File: config.mk
export PLATFORM = sky130hd
export DESIGN_NAME = iomem_initiator
export DESIGN_NICKNAME = d
export VERILOG_FILES = /design/src/rtl/iomem_pkg.sv /design/src/rtl/iomem_initiator.sv
export SDC_FILE = /design/constraint.sdc
export NUM_CORES = 1
export LEC_CHECK = 0
export ABC_CLOCK_PERIOD_IN_PS = 2000
export BUFFER_PORTS_ARGS = -buffer_cell sky130_fd_sc_hd__buf_2
export CAP_MARGIN = 20
export CORE_MARGIN = 4
export CORE_UTILIZATION = 47
export DETAILED_ROUTE_END_ITERATION = 7
export GPL_TIMING_DRIVEN = 0
export PLACE_DENSITY = 0.81
export RECOVER_POWER = 50
export SYNTH_ARGS = -nofsm -noshare
export SYNTH_HDL_FRONTEND = slang
export SYNTH_SLANG_ARGS = --single-unit
export TNS_END_PERCENT = 50
File: constraint.sdc
create_clock -name clk -period 2 [get_ports clk]
set_input_delay 0.2 -clock clk [delete_from_list [all_inputs] [get_ports clk]]
set_output_delay 0.2 -clock clk [all_outputs]
set_load 0.1 [all_outputs]
File: src/rtl/iomem_pkg.sv
// Shared widths, address map constants and FSM encoding for the iomem bus-master engine.
package iomem_pkg;

    localparam int unsigned IOMEM_ADDR_W = 32;
    localparam int unsigned IOMEM_DATA_W = 32;
    localparam int unsigned IOMEM_STRB_W = 4;

    localparam logic [7:0] IOMEM_GPIO_PAGE = 8'h03;

    typedef enum logic [1:0] {
        IDLE = 2'd0,
        REQ  = 2'd1,
        RSP  = 2'd2
    } iomem_init_state_t;

endpackage

File: src/rtl/iomem_initiator.sv
// Single-outstanding iomem bus master: takes one command, runs one iomem transaction,
// returns one response, with a bounded wait for iomem_ready and transaction statistics.
module iomem_initiator
    import iomem_pkg::*;
#(
    parameter int unsigned TIMEOUT_CYCLES = 255,
    parameter logic [31:0] TIMEOUT_RDATA  = 32'hDEAD_BEEF
) (
    input  logic                    clk,
    input  logic                    reset,
    input  logic                    cmd_valid,
    output logic                    cmd_ready,
    input  logic [IOMEM_ADDR_W-1:0] cmd_addr,
    input  logic [IOMEM_DATA_W-1:0] cmd_wdata,
    input  logic [IOMEM_STRB_W-1:0] cmd_wstrb,
    output logic                    rsp_valid,
    input  logic                    rsp_ready,
    output logic [IOMEM_DATA_W-1:0] rsp_rdata,
    output logic                    rsp_timeout,
    output logic                    iomem_valid,
    input  logic                    iomem_ready,
    output logic [IOMEM_STRB_W-1:0] iomem_wstrb,
    output logic [IOMEM_ADDR_W-1:0] iomem_addr,
    output logic [IOMEM_DATA_W-1:0] iomem_wdata,
    input  logic [IOMEM_DATA_W-1:0] iomem_rdata,
    output logic                    busy,
    output logic [15:0]             txn_count,
    output logic [7:0]              timeout_count
);

    localparam logic [1:0] S_IDLE = IDLE;
    localparam logic [1:0] S_REQ  = REQ;
    localparam logic [1:0] S_RSP  = RSP;

    localparam int unsigned TIMER_W = (TIMEOUT_CYCLES == 0) ? 1 : $clog2(TIMEOUT_CYCLES + 1);
    localparam logic [TIMER_W-1:0] TIMER_LAST =
        (TIMEOUT_CYCLES == 0) ? '0 : TIMER_W'(TIMEOUT_CYCLES - 1);
    localparam bit TIMEOUT_EN = (TIMEOUT_CYCLES != 0);

    logic [1:0]              state_q,         state_d;
    logic                    cmd_ready_q,     cmd_ready_d;
    logic                    rsp_valid_q,     rsp_valid_d;
    logic [IOMEM_DATA_W-1:0] rsp_rdata_q,     rsp_rdata_d;
    logic                    rsp_timeout_q,   rsp_timeout_d;
    logic                    iomem_valid_q,   iomem_valid_d;
    logic [IOMEM_STRB_W-1:0] iomem_wstrb_q,   iomem_wstrb_d;
    logic [IOMEM_ADDR_W-1:0] iomem_addr_q,    iomem_addr_d;
    logic [IOMEM_DATA_W-1:0] iomem_wdata_q,   iomem_wdata_d;
    logic                    busy_q,          busy_d;
    logic [15:0]             txn_count_q,     txn_count_d;
    logic [7:0]              timeout_count_q, timeout_count_d;
    logic [TIMER_W-1:0]      timer_q,         timer_d;

    // Next-state and next-output logic.
    always_comb begin
        state_d         = state_q;
        cmd_ready_d     = cmd_ready_q;
        rsp_valid_d     = rsp_valid_q;
        rsp_rdata_d     = rsp_rdata_q;
        rsp_timeout_d   = rsp_timeout_q;
        iomem_valid_d   = iomem_valid_q;
        iomem_wstrb_d   = iomem_wstrb_q;
        iomem_addr_d    = iomem_addr_q;
        iomem_wdata_d   = iomem_wdata_q;
        busy_d          = busy_q;
        txn_count_d     = txn_count_q;
        timeout_count_d = timeout_count_q;
        timer_d         = timer_q;

        case (state_q)
            S_IDLE: begin
                cmd_ready_d = 1'b1;
                if (cmd_valid && cmd_ready_q) begin
                    iomem_addr_d  = cmd_addr;
                    iomem_wdata_d = cmd_wdata;
                    iomem_wstrb_d = cmd_wstrb;
                    iomem_valid_d = 1'b1;
                    cmd_ready_d   = 1'b0;
                    busy_d        = 1'b1;
                    timer_d       = '0;
                    state_d       = S_REQ;
                end
            end
            S_REQ: begin
                // A ready on the limit cycle still counts as a completion.
                if (iomem_ready) begin
                    iomem_valid_d = 1'b0;
                    rsp_valid_d   = 1'b1;
                    rsp_rdata_d   = (iomem_wstrb_q == '0) ? iomem_rdata : '0;
                    rsp_timeout_d = 1'b0;
                    txn_count_d   = txn_count_q + 16'd1;
                    state_d       = S_RSP;
                end else if (TIMEOUT_EN && (timer_q == TIMER_LAST)) begin
                    iomem_valid_d   = 1'b0;
                    rsp_valid_d     = 1'b1;
                    rsp_rdata_d     = TIMEOUT_RDATA;
                    rsp_timeout_d   = 1'b1;
                    timeout_count_d = (timeout_count_q == 8'hFF) ? timeout_count_q
                                                                 : timeout_count_q + 8'd1;
                    state_d         = S_RSP;
                end else begin
                    timer_d = timer_q + TIMER_W'(1);
                end
            end
            S_RSP: begin
                if (rsp_ready) begin
                    rsp_valid_d = 1'b0;
                    cmd_ready_d = 1'b1;
                    busy_d      = 1'b0;
                    state_d     = S_IDLE;
                end
            end
            default: begin
                iomem_valid_d = 1'b0;
                rsp_valid_d   = 1'b0;
                cmd_ready_d   = 1'b1;
                busy_d        = 1'b0;
                state_d       = S_IDLE;
            end
        endcase
    end

    always_ff @(posedge clk) begin
        if (reset) begin
            state_q         <= S_IDLE;
            cmd_ready_q     <= 1'b1;
            rsp_valid_q     <= 1'b0;
            rsp_rdata_q     <= '0;
            rsp_timeout_q   <= 1'b0;
            iomem_valid_q   <= 1'b0;
            iomem_wstrb_q   <= '0;
            iomem_addr_q    <= '0;
            iomem_wdata_q   <= '0;
            busy_q          <= 1'b0;
            txn_count_q     <= '0;
            timeout_count_q <= '0;
            timer_q         <= '0;
        end else begin
            state_q         <= state_d;
            cmd_ready_q     <= cmd_ready_d;
            rsp_valid_q     <= rsp_valid_d;
            rsp_rdata_q     <= rsp_rdata_d;
            rsp_timeout_q   <= rsp_timeout_d;
            iomem_valid_q   <= iomem_valid_d;
            iomem_wstrb_q   <= iomem_wstrb_d;
            iomem_addr_q    <= iomem_addr_d;
            iomem_wdata_q   <= iomem_wdata_d;
            busy_q          <= busy_d;
            txn_count_q     <= txn_count_d;
            timeout_count_q <= timeout_count_d;
            timer_q         <= timer_d;
        end
    end

    assign cmd_ready     = cmd_ready_q;
    assign rsp_valid     = rsp_valid_q;
    assign rsp_rdata     = rsp_rdata_q;
    assign rsp_timeout   = rsp_timeout_q;
    assign iomem_valid   = iomem_valid_q;
    assign iomem_wstrb   = iomem_wstrb_q;
    assign iomem_addr    = iomem_addr_q;
    assign iomem_wdata   = iomem_wdata_q;
    assign busy          = busy_q;
    assign txn_count     = txn_count_q;
    assign timeout_count = timeout_count_q;

endmodule

# Word-level counts from Yosys, hierarchy flattened
# Cells that the tools add are included.
[classes]
n_addsub = 3
multipliers = 0
div_mod_pow = 0
n_lt_le_gt_ge = 0
eq_ne = 9
shift = 0
n_mux = 25
bitwise_logic = 5
n_reduce_logical = 15
[ops]
columns = ["cell", "count"]
rows = [
  ["$mux W32", 3],
  ["$mux W8", 3],
  ["$add A16 B1 Y16 const B", 1],
  ["$add A8 B1 Y8 const B", 2],
  ["$eq A8 B8 Y1 const B", 2],
  ["$pmux W8 S2", 1],
  ["$pmux W1 S3", 4],
  ["$reduce_and A3 Y1", 4],
  ["$mux W1", 9],
  ["$mux W2", 4],
  ["$ne A2 B2 Y1 const B", 4],
  ["$reduce_and A2 Y1", 4],
  ["$reduce_and A4 Y1", 2],
  ["$pmux W2 S3", 1],
  ["$not A1 Y1", 5],
  ["$logic_not A4 Y1", 1],
  ["$reduce_bool A2 Y1", 2],
  ["$ne A3 B3 Y1 const B", 1],
  ["$eq A2 B1 Y1 const B", 1],
  ["$eq A2 B2 Y1 const B", 1],
  ["$logic_not A2 Y1", 1],
  ["$logic_and A1 B1 Y1", 1],
]
[word_totals]
ff_bits = 139
latchBits = 0
ram_bits = 0
romBits = 0
out_inout_bits = 129
elab_cells = 70
mem_count = 0

# Depth between registers and ports, before layout
# Gate-level depths: netlist (run 1).
[depth]
depth_word = 4
mapped_depth = 7
mapped_depth_nobuf = 6

# Least setup slack after synthesis (run 1)
# OpenSTA, ideal clock, no wires.
[synth_timing]
kind = "reg-to-reg"
from = "reg timeout_count_q[0] (netlist: timeout_count[0])"
to = "reg timeout_count_q[0] (netlist: timeout_count[0])"
setup_time_ps = 123
arrival_ps = 2240
t_required_ps = 1877
setup_slack_ps = -363
path_stages_with_launch = 6
path_cell_list = "dfxtp_1 -> ha_1 -> nand3_1 -> o21bai_1 -> nor2_1 -> mux2_1"
[synth_via]
elab_chain_cells = 3
[synth_rtl]
columns = ["item", "line_no", "text"]
rows = [
  ["start: declaration", "iomem_initiator.sv:51", "logic [7:0] timeout_count_q, timeout_count_d;"],
  ["start signal: assignment", "iomem_initiator.sv:150", "timeout_count_q <= timeout_count_d;"],
  ["parallel branches: the longest is 3 deep, another holds $add A8 B1 Y8", "-", ""],
]
# Several ways; the timed one is not identified.
# A chain may end at the register's enable or synchronous reset.

# Worst setup path after layout (run 1)
[layout_timing]
from = "reg timer_q[0]"
to = "reg timeout_count_q[7] (netlist: timeout_count[7])"
[layout_via]
elab_chain_cells = 2
[layout_rtl]
columns = ["item", "line_no", "text"]
rows = [
  ["start: declaration", "iomem_initiator.sv:52", "logic [TIMER_W-1:0] timer_q, timer_d;"],
  ["start signal: assignment", "iomem_initiator.sv:151", "timer_q <= timer_d;"],
  ["$eq A8 B8 Y1", "iomem_initiator.sv:93", "end else if (TIMEOUT_EN && (timer_q == TIMER_LAST)) begin"],
  ["$reduce_and A4 Y1 (no line)", "-", ""],
]
# Every way passes these cells.

==> flow_summary.toml, run 1 <==
[outcome]
status = "completed"

[pwr]
p_leak_nw = 3.29
power_mw = 7.97
ir_drop_v = 0.000867
power_density_nw_per_um2 = 1080

[critical_path]
start_kind = "register"
critical_path_class = "reg2reg"
cp-end-kind = "register"
setup.worst_path.start = "timer_q[0]"
critPathArrivalTime_ns = 2.16
path_max_fanout = 10
cp.required_ns = 2.30
reg2reg_from = "timer_q[0]"

[layout]
nets = 1017
syn_to_final_growth_pct = 36.5
fillers = 961
diodes = 0
final_common_cell = "nand2_1"
instances_no_fill = 1061
layout_common_cells = "nand2_1, clkbuf_2, a21oi_1, dfxtp_1, buf_2"
drive_gt1_frac = 0.332

[clock_tree]
numCtsBuffers = 17
clkTransAtPathRegs_ns = 0.06
tritoncts_num_sinks = 139
h-tree-depth = 4
cts_hold_buffers = 0
ctsRootBufferMaster = "clkbuf_16"
insertion_delay_ns = 0.41
clockBufferDepth = 2
cts_tree = "built"

[yosys]
ys_types = 49
yosys_warnings = 0
avgSynthCellArea_um2 = 8.27
synth_area_um2 = 5410
ys.flop_type = "dfxtp_1"
ys_seq_elements = 139
syn_nets = 763
ys_async_sr_fraction = 0
synth.yosys.seq_area_share = 0.515
synth_enable_flop_cells = 0
syn_inst = 654

[routing]
drtIter0Drc = 343
drcViolationCount = 0
wl_per_cell_um = 15.5
firstDrtPassIters = 5
drtAntennaViolNets = 0
via_count = 5490
viasPerCell = 5.17
finalWirelength_mm = 16.4

[die]
io_pins = 234
rows = 38
die-area_um2 = 13300
die_height_um = 115
core_um2 = 11000
dieWidth_um = 115
initial_core_util = 0.490

[timing]
slew_headroom = 0.586
worst_slack_ns = 0.142
finalCriticalPeriod_ns = 1.86
fin_skew_ns = 0.00910
final.period_utilization = 0.929
tns_ns = 0
rsz0062_at_grt = "false"
fmax_ghz = 0.538
tightest_slew_ns = 0.621
finalSetupViolCount = 0
finalMaxSlewViolations = 0
whs_ns = 0.0191
hold_viol_final = 0

[place]
pre_cts_ws_ns = -0.0593
gp_congestion = 0.831
dp_hpwl_mm = 12.3
portBuffers = 233
dp_cells = 1027

[grt]
grt_start_max_net_pins = 17
grt_pass1_wl_mm = 24.7
top_usage_layer = "met2"
track_usage = 0.239
met2_usage = 0.401
antenna_found_initial = 2
first_global_vias = 5020
grt_use_met1 = 0.274
met3_usage = 0.0926
grt_overflow = 0

[worst_hold_path]
min_path_type = "in2reg"
hold_start = "cmd_addr[14]"

[flow_run]
maxCapViolCount = 0
-- flip-flops by register name, summed over array words and instances (netlist names), 2 cells and up --
register / count
iomem_wdata: 32
timer_q: 8
iomem_addr: 32
state_q: 2
timeout_count: 8
rsp_rdata: 32
txn_count: 16
iomem_wstrb: 4
-- path summary, 6_finish.rpt --
kind                            to  slack, ns  depth (start not counted)
hold reg to reg     iomem_addr[26]       0.45                          2
setup / recovery  timeout_count[7]       0.14                          6
setup reg to reg  timeout_count[7]       0.14                          6
hold / removal      iomem_addr[14]       0.02                          3
-- stage by stage --
stage | utilization | cell area (um^2)
after floorplan | - | 5430
after global placement | 0.614 | 6770
after detailed placement | 0.614 | 6770
after CTS | 0.667 | 7360
after global routing | 0.669 | 7380
final | 0.669 | 7380
-- worst max-delay path, stage by stage (launching register included) --
cell	delay, ns
dfxtp_1	0.33
inv_1	0.09
ha_1	0.16
and3_1	0.27
nand3b_4	0.16
nor4b_1	0.38
mux2_1	0.35
-- synth_stat cells, types with 3 or more instances --
| cell type | count | share of area |
|---|---|---|
| nor3_1 | 4 | 0.0037 |
| ha_1 | 4 | 0.0093 |
| xor2_1 | 5 | 0.0081 |
| and3_1 | 4 | 0.0046 |
| or3_1 | 12 | 0.014 |
| buf_4 | 3 | 0.0042 |
| inv_1 | 7 | 0.0049 |
| o21ai_1 | 6 | 0.0056 |
| nand2_1 | 157 | 0.11 |
| clkbuf_1 | 34 | 0.024 |
| buf_2 | 6 | 0.0056 |
| nand4_1 | 9 | 0.010 |
| nor2_1 | 44 | 0.031 |
| o21a_1 | 24 | 0.033 |
| a21oi_1 | 121 | 0.11 |
| nor2b_1 | 5 | 0.0058 |
| o31ai_1 | 5 | 0.0069 |
| dfxtp_1 | 139 | 0.51 |
| mux2_1 | 5 | 0.010 |
| o21ai_0 | 14 | 0.013 |
| or4_1 | 5 | 0.0069 |
| nand3_1 | 8 | 0.0074 |
| o21bai_1 | 3 | 0.0042 |
-- routing by layer --
metal	wire, um	vias up
met5	14	-
met4	347	4
met2	7890	247
met1	6580	2471
li1	-	2737
met3	1570	31
-- what timing repair did --
action / CTS / global route
setup endpoints to repair: 20 / 29
hold endpoints to repair: 0 / 0
buffers inserted: 0 / 2
pin swaps: 0 / 1
resized for setup: 1 / 3
-- area by class of cell --
class	count	area [um^2]	area share
tap	140	175	0.0237
buffer	44	185	0.0251
clock inverter	15	150	0.0203
clock buffer	17	425	0.0576
timing repair buffer	235	1180	0.160
inverter	7	26.3	0.00356
multi-input combinational	464	2430	0.329
sequential	139	2810	0.380
-- kinds of logic after synthesis --
logic type / Yosys count / synth area share
compound gates: 182 / 0.190
xor+xnor: 7 / 0.0113
fa+ha+maj: 4 / 0.00926
buf+inv: 51 / 0.0389
flops: 139 / 0.515
mux: 6 / 0.0125
simple gates: 265 / 0.224
-- power by group --
group	total, mW	switching (mW)	internal (mW)
registers	3.02	0.0908	2.93
clock network	3.05	1.21	1.83
logic	1.90	1.56	0.346
(Power assumes the default switching activity.)
==> run 2: changes to the inputs <==
Settings changed: BUFFER_PORTS_ARGS -buffer_cell sky130_fd_sc_hd__buf_2 to not set, CORE_UTILIZATION 47 to 62, DONT_BUFFER_PORTS set to 1, PLACE_DENSITY 0.81 to 0.8.
==> flow_summary.toml, run 2 (synthesized netlist as in run 1, its figures left out) <==
[routing]
firstDrtPassIters = 5
finalWirelength_mm = 19.6
drtAntennaViolNets = 0
wl_per_cell_um = 21.8
via_count = 5521
drcViolationCount = 0
drtIter0Drc = 257
viasPerCell = 6.15

[clock_tree]
clockBufferDepth = 2
h-tree-depth = 4
ctsRootBufferMaster = "clkbuf_8"
clkTransAtPathRegs_ns = 0.07
insertion_delay_ns = 0.51
tritoncts_num_sinks = 139
cts_tree = "built"
numCtsBuffers = 17

[critical_path]
cp.required_ns = 2.38
cp_top_family = "simple AND/OR/NAND/NOR gates"
cpMostUsedCell = "nand2_1"
critPathArrivalTime_ns = 2.29
rrSetupSlack_ns = 0.09
crit_path_top_delay_cell = "dfxtp_4"
cp-end-kind = "register"
crit_buf_inv = 2
crit_chain = "nand2_1 > or3_1 > buf_4 > buf_2 > nand2_1 > a21oi_1"
path_max_fanout = 10
start_kind = "register"
critical_path_class = "reg2reg"
slowest_delay_ns = 0.54

[layout]
layout_common_cells = "nand2_1, a21oi_1, dfxtp_1, dlygate4sd3_1, nor2_1"
final_common_cell = "nand2_1"
nets = 887
drive_gt1_frac = 0.107
syn_to_final_growth_pct = 34.4

[die]
io_pins = 234
die-area_um2 = 10300
die_height_um = 101
core_um2 = 8340
dieWidth_um = 101
rows = 33
initial_core_util = 0.648

[grt]
grt_overflow = 0
grt_pass1_wl_mm = 30.2
first_global_vias = 5908
antenna_found_initial = 1
grt_start_max_net_pins = 17
track_usage = 0.381

[timing]
fin_skew_ns = 0.0104
rsz0062_at_grt = "false"
finalCriticalPeriod_ns = 1.91
final.period_utilization = 0.956
finalMaxSlewViolations = 0
tightest_slew_ns = 1.05
slew_headroom = 0.297
finalSetupViolCount = 0
hold_viol_final = 0
tns_ns = 0
worst_slack_ns = 0.0880
fmax_ghz = 0.523

[pwr]
p_leak_nw = 2.74
ir_drop_v = 0.000780
power_density_nw_per_um2 = 1100

[place]
pre_cts_ws_ns = -0.442
gp_congestion = 0.839
dp_hpwl_mm = 11.3
portBuffers = 0

[worst_hold_path]
min_path_type = "in2reg"

[flow_run]
maxCapViolCount = 0

[outcome]
status = "completed"
-- run 2: changes by cell type in the layout (fill, tap and decap cells not counted), moves of 3 or more --
cell / delta
clkbuf_2: -123
dfxtp_4: +14
inv_6: +3
clkinv_2: -5
dfxtp_1: -8
dlygate4sd3_1: +102
buf_2: -109
dfxtp_2: -6
buf_4: +3
-- run 2: final cells by class --
cell class	count	area [um^2]
plain buffers	43	186
well taps	105	131
diodes	1	2.50
inverters	7	26.3
clock buffers	19	422
clock inverters	13	155
multi-input cells	464	2440
fillers	419	1080
flip-flops and latches	139	2850
repair buffers	106	1050
-- run 2: final timing paths --
check	cells after the start	endpoint	startpoint
worst min-delay path	3	rsp_rdata[13]	iomem_rdata[13]
worst max register to register	6	iomem_wdata[23]	cmd_ready
worst max-delay path	6	iomem_wdata[23]	cmd_ready
worst min register to register	2	timer_q[1]	timer_q[1]
-- run 2: where the power goes --
part           leakage, nW  internal, mW  switching [mW]
registers             1.15          2.91            1.23
logic                 1.31         0.334           0.469
clock network        0.272          1.81            1.27
-- run 2: per-stage QoR --
| stage | util | hold slack (ns) | power, mW | cell area (um^2) | instances |
|---|---|---|---|---|---|
| final | 0.871 | 0.0507 | 8.02 | 7260 | 897 |
| after global routing | 0.871 | 0.0662 | 8.23 | 7260 | 897 |
| after global placement | 0.667 | 0.338 | 4.71 | 5560 | 759 |
| after detailed placement | 0.667 | 0.343 | 4.74 | 5560 | 759 |
| after floorplan | - | 0.336 | 4.57 | 5430 | 654 |
| after CTS | 0.865 | 0.0422 | 7.92 | 7220 | 895 |
-- run 2: per-layer routing --
| layer | wire length (um) | global-route usage |
|---|---|---|
| met1 | 6340 | 0.370 |
| met2 | 10100 | 0.672 |
| met3 | 2090 | 0.149 |
| met4 | 1050 | 0.232 |
| met5 | 42 | 0.0337 |
-- run 2: what timing repair did --
item | in CTS | in global routing
buffers inserted | 2 | 2
pin swaps | 1 | 1
resized for setup | 15 | 25
hold endpoints to repair | 103 | 0
hold buffers | 102 | 0
gates cloned | 0 | 0
setup endpoints to repair | 60 | 61
-- run 2: tightest hold or removal path, stage by stage --
cell and delay, ns:
a21oi_1 0.13, nor2_1 0.08, o21a_1 0.11
